`src/rtl/sliding_window_agg.sv`:
```
// -----------------------------------------------------------------------------
// sliding_window_agg
//
// Sliding-window aggregator for the RTLola monitor datapath. Events from an
// input stream are accumulated into a ring of BUCKETS time buckets, each
// holding a partial sum and an event count. A slide closes the current bucket
// and evicts the oldest one. An evaluation request returns the sum and the
// count of every event still held in the window.
//
// Parameters
//   DATA_W   width of the signed event value and of all sum accumulators
//   BUCKETS  number of buckets in the ring (>= 2, power of two)
//   CNT_W    width of the per-bucket and window event counters
//
// Ports
//   clk        rising-edge clock
//   rst        asynchronous, active-high reset; clears all state and outputs
//   en         clock enable; while low, all state holds and inputs are ignored
//   in_data    signed event value (two's complement)
//   in_valid   an event is presented this cycle
//   slide      close the current bucket and start a new one
//   req        evaluation request
//   out_sum    window sum, loaded on each request and held until the next
//   out_cnt    window event count, loaded on each request and held
//   out_valid  one-cycle pulse marking a response to req
//   out_full   at least BUCKETS-1 slides have occurred since reset
//
// Handshake: there is no backpressure. in_valid, slide and req are qualified
// only by en and are taken on the edge where they are high. Each accepted req
// produces out_valid high on exactly the following cycle, with out_sum/out_cnt
// holding the totals after that cycle's event and slide were applied.
// -----------------------------------------------------------------------------
module sliding_window_agg #(
    parameter int DATA_W  = 64,
    parameter int BUCKETS = 4,
    parameter int CNT_W   = 16
) (
    input  logic              clk,
    input  logic              rst,
    input  logic              en,
    input  logic [DATA_W-1:0] in_data,
    input  logic              in_valid,
    input  logic              slide,
    input  logic              req,
    output logic [DATA_W-1:0] out_sum,
    output logic [CNT_W-1:0]  out_cnt,
    output logic              out_valid,
    output logic              out_full
);

    localparam int                PTR_W    = (BUCKETS > 1) ? $clog2(BUCKETS) : 1;
    localparam logic [PTR_W-1:0]  FILL_MAX = PTR_W'(BUCKETS - 1);
    localparam logic [CNT_W-1:0]  CNT_MAX  = '1;

    logic [DATA_W-1:0] bsum [BUCKETS];
    logic [CNT_W-1:0]  bcnt [BUCKETS];

    logic [PTR_W-1:0]  ptr;
    logic [PTR_W-1:0]  oldest;
    logic [PTR_W-1:0]  fill;
    logic [PTR_W-1:0]  fill_next;
    logic [DATA_W-1:0] tsum;
    logic [DATA_W-1:0] tsum_next;
    logic [CNT_W-1:0]  tcnt;
    logic [CNT_W-1:0]  tcnt_next;

    logic do_event;
    logic do_slide;
    logic do_req;
    logic cnt_inc;

    // Next-state of the running totals. An event and a slide in the same
    // cycle are combined: the event lands in the bucket being closed (ptr),
    // while the bucket after it (the oldest) is evicted, so the event stays
    // in the window.
    always_comb begin
        do_event  = en & in_valid;
        do_slide  = en & slide;
        do_req    = en & req;

        // BUCKETS is a power of two, so the ring wraps by plain overflow.
        oldest    = ptr + PTR_W'(1);

        // The window count only advances by what the bucket counter actually
        // absorbs. Because tcnt is exactly the sum of the bucket counts,
        // subtracting an evicted bucket count can never underflow it.
        cnt_inc   = do_event && (bcnt[ptr] != CNT_MAX);

        tsum_next = tsum;
        tcnt_next = tcnt;
        if (do_event) begin
            tsum_next = tsum_next + in_data;
        end
        if (cnt_inc) begin
            tcnt_next = tcnt_next + CNT_W'(1);
        end
        if (do_slide) begin
            tsum_next = tsum_next - bsum[oldest];
            tcnt_next = tcnt_next - bcnt[oldest];
        end

        fill_next = fill;
        if (do_slide && (fill != FILL_MAX)) begin
            fill_next = fill + PTR_W'(1);
        end
    end

    // Bucket storage. oldest and ptr are always different buckets, so the
    // clear on slide and the accumulate on event never collide.
    always_ff @(posedge clk or posedge rst) begin
        if (rst) begin
            for (int i = 0; i < BUCKETS; i++) begin
                bsum[i] <= '0;
                bcnt[i] <= '0;
            end
        end else if (en) begin
            for (int i = 0; i < BUCKETS; i++) begin
                if (do_slide && (PTR_W'(i) == oldest)) begin
                    bsum[i] <= '0;
                    bcnt[i] <= '0;
                end else if (do_event && (PTR_W'(i) == ptr)) begin
                    bsum[i] <= bsum[i] + in_data;
                    if (cnt_inc) begin
                        bcnt[i] <= bcnt[i] + CNT_W'(1);
                    end
                end
            end
        end
    end

    // Pointer, totals, fill level and the registered outputs.
    always_ff @(posedge clk or posedge rst) begin
        if (rst) begin
            ptr       <= '0;
            fill      <= '0;
            tsum      <= '0;
            tcnt      <= '0;
            out_sum   <= '0;
            out_cnt   <= '0;
            out_valid <= 1'b0;
            out_full  <= 1'b0;
        end else begin
            // do_req already includes en, so a disabled cycle drops the pulse.
            out_valid <= do_req;
            if (en) begin
                tsum     <= tsum_next;
                tcnt     <= tcnt_next;
                fill     <= fill_next;
                out_full <= (fill_next == FILL_MAX);
                if (do_slide) begin
                    ptr <= oldest;
                end
            end
            if (do_req) begin
                out_sum <= tsum_next;
                out_cnt <= tcnt_next;
            end
        end
    end

endmodule

```
`config.mk`:
```
export PLATFORM = sky130hd
export DESIGN_NAME = sliding_window_agg
export DESIGN_NICKNAME = d
export VERILOG_FILES = /design/src/rtl/sliding_window_agg.sv
export SDC_FILE = /design/constraint.sdc
export NUM_CORES = 2
export LEC_CHECK = 0
export CORE_MARGIN = 2
export CORE_UTILIZATION = 58
export DETAILED_ROUTE_END_ITERATION = 10
export GPL_ROUTABILITY_DRIVEN = 0
export GPL_TIMING_DRIVEN = 0
export HOLD_SLACK_MARGIN = 0.06
export MAX_ROUTING_LAYER = met4
export PLACE_DENSITY = 0.76
export SYNTH_ARGS = -nofsm -noshare
export SYNTH_HDL_FRONTEND = slang
export SYNTH_SLANG_ARGS = --single-unit
```
`constraint.sdc`:
```
create_clock -name clk -period 23.3 [get_ports clk]
set_input_delay 5.825 -clock clk [delete_from_list [all_inputs] [get_ports clk]]
set_output_delay 5.825 -clock clk [all_outputs]
set_load 0.02 [all_outputs]
```
==> flow_summary_export.csv <==
group,metric,value,unit
status,outcome,"finished, violations left",
status,violations,"capacitance limit, slew limit",
placement,dp.cells,6231,
placement,dp_slack,6.44,ns
power,p_leak,22.0,nW
critical_path,cpMostUsedCell,"buf_2",
clock_tree,path_clk_slew,0.06,ns
yosys,synth-main-ff-cell,"dfrtp_1",
cells_and_area,layout.cells.non_filler,6341,
timing,tns,0,ns
timing,fmax,0.0595,GHz
cells_and_area,drive_gt1_share,5.91,%
yosys,synth_edf_count,0,
timing,fin_crit_sh,72.2,%
yosys,synth_compound_area_share,23.6,%
yosys,synthTopCellsByCount,"nand2_1 (780), a21oi_1 (549), dfrtp_1 (486)",
yosys,synth-xor-area-share,8.82,%
timing,finalSetupViolations,0,
placement,dp_hpwl,114,mm
cells_and_area,area_delta_synth_final,11.2,%
clock_tree,post_cts_buffers,0,
global_routing,grt_pass1_wl,225,mm
critical_path,setup.worst_path.start_class,"input port",
critical_path,worst_path_largest_cell_delay,0.81,ns
yosys,synth_top_family_by_area,"compound AO/OA/AOI/OAI gates",
die,fp.dieH,276,um
yosys,syn_avg_cell_area,8.36,sq um
yosys,synth-seq-area-share,28.4,%
hold_path,hold_start,"out_sum[30]",
cells_and_area,layout.nets,5791,
critical_path,crit_buf_inv,11,
die,dieWidth,276,um
timing,hold_viol_final,0,
clock_tree,cts-resized-gates,0,
global_routing,grt_max_degree,124,
clock_tree,insertion_delay,0.67,ns
yosys,yosysWarnings,0,
timing,maxSlewViolCount,11,
critical_path,cp-end-kind,"flip-flop",
power,powerDensity,170,mW/mm^2
die,die_area,0.0760,sq mm
clock_tree,ctsHoldBuffers,0,
drt,viasPerCell,6.57,
drt,detail_route.wirelength,150,mm
global_routing,track_usage,40.0,%
yosys,synth_area_leaders,"dfrtp_1 (28%), ha_1 (11%), nand2_1 (6.8%)",
hold_path,hp-class,"flip-flop to flip-flop",
die,num_io_pins,152,
drt,drtPass1Iterations,6,
clock_tree,root_buffer,"clkbuf_16",
timing,clock_skew,0.0328,ns
clock_tree,htreeDepth,2,
placement,portBuffers,150,
critical_path,critPathMaxFanout,10,
critical_path,crit_type,"input port to flip-flop",
yosys,synth_area_leader_cell,"dfrtp_1",
timing,worstMarginPinSlew,1.57,ns
yosys,syn_area,0.0428,sq mm
drt,post_drt_wl_per_cell,23.6,um
job,maxCapViolations,2,
cells_and_area,post-route-cell-area,0.0476,sq mm
clock_tree,cts-buffers-inserted,56,
yosys,synth_simple_gate_area_share,17.7,%
timing,layout_setup_ws,6.48,ns
critical_path,required,23.84,ns
yosys,synth_cell_types,103,
drt,first_iter_violations,4619,
yosys,synthMuxAreaShare,5.80,%
yosys,synth.net_count,5578,
drt,vias,41643,
timing,rsz0062_at_grt,"false",
critical_path,cpMaxStageDelayCell,"buf_1",
clock_tree,clk_path_buf_depth,3,
timing,period_minus_slack,16.82,ns
die,coreArea,0.0730,sq mm
timing,relSlewSlack,-4.77,%
yosys,synth_top_area_share,28.4,%
yosys,ys_ff_latch,486,
clock_tree,cts_tree,"built",
global_routing,grt_antenna_before_repair,3,
power,ir_drop,0.0000888,V
placement,placedInstanceArea,0.0456,sq mm
critical_path,cp_data_arrival_time,17.35,ns
global_routing,grt_overflow_total,0,
power,power,8.10,mW
yosys,yosysMostFrequentCell,"nand2_1",
critical_path,startpoint,"in_valid",
critical_path,reg2reg_from,"ptr[0]",
critical_path,crit_family,"buffers and inverters",
global_routing,first_global_vias,38930,
yosys,synthCells,5117,
yosys,synth_fa_ha_area_share,12.1,%
die,num_rows,99,
drt,ant_nets,0,
drt,drc,0,
yosys,ys_async_sr_fraction,100,%
die,initial_utilization,58.6,%
clock_tree,cts_sinks,486,
[path summary, 6_finish.rpt]
kind                                to  slack (ns)  cells past startpoint
setup / recovery           out_sum[60]        6.48                     33
hold / removal             out_sum[30]        0.47                      2
setup reg to reg           out_sum[60]        8.90                     34
hold reg to reg            out_sum[30]        0.47                      2
max in group asynchronous   out_cnt[9]       16.16                      4
min in group asynchronous  out_sum[30]        5.64                      2
[flip-flops by register name, summed over array words and instances, names as in the netlist]
signal	cells
fill	2
ptr	2
tsum	64
bsum	256
bcnt	64
tcnt	16
out_full	1
out_sum	64
out_cnt	16
out_valid	1
[tightest hold or removal path: stages, from the launching register on]
cell and delay [ns]:
dfrtp_1 0.34, nand2_1 0.05, nand2_1 0.05
[metrics by stage]
stage / hold slack [ns] / util (%)
after floorplan: 0.469 / -
final: 0.471 / 65.2
after CTS: 0.476 / 65.2
after global routing: 0.491 / 65.2
after detailed placement: 0.462 / 62.5
after global placement: 0.458 / 62.3
[cell families after synthesis]
logic type / after synthesis
and+or+nand+nor: 1671
AOI/OAI and AO/OA: 1563
DFF: 486
xor gates and xnor gates: 431
adders and majority gates: 414
buffers and inverters: 406
muxes: 146
[cells in the final DEF, fill, tap and decap left out, types with 34 or more instances in the layout]
cell type	n
nand2_1	780
a21oi_1	549
dfrtp_1	486
ha_1	384
nor2_1	327
xnor2_1	272
o21ai_0	263
a21o_1	251
inv_1	200
clkbuf_1	165
xor2_1	159
clkdlybuf4s50_1	150
nand3_1	109
mux4_2	77
o21bai_1	75
nand4_1	64
and3_1	63
nor3_1	60
clkbuf_16	56
nand2b_1	55
nor2b_1	49
o21a_1	49
a31oi_1	44
mux2_2	44
or3_1	43
a211oi_1	38
and2_1	35
o31ai_1	34
[power breakdown]
| group | total [mW] | switching (mW) | internal (mW) |
|---|---|---|---|
| clock | 0.963 | 0.416 | 0.547 |
| sequential | 1.51 | 0.314 | 1.19 |
| combinational | 5.63 | 3.31 | 2.32 |
[cell type report]
type / count / area (sq um)
Antenna cell: 4 / 10.0
Tap cell: 959 / 1200
Sequential cell: 486 / 12200
Fill cell: 6146 / 25400
Clock inverter: 32 / 377
Timing Repair Buffer: 155 / 1630
Buffer: 202 / 782
Clock buffer: 74 / 1580
Inverter: 204 / 773
Multi-Input combinational cell: 4225 / 29100
[metal layers]
layer / track usage, % / routed length, um
met1: 51.9 / 59500
met2: 59.3 / 64600
met3: 7.58 / 16500
met4: 20.8 / 9020
met5: - / 0
Note: power is estimated with default switching activity, not from simulation.
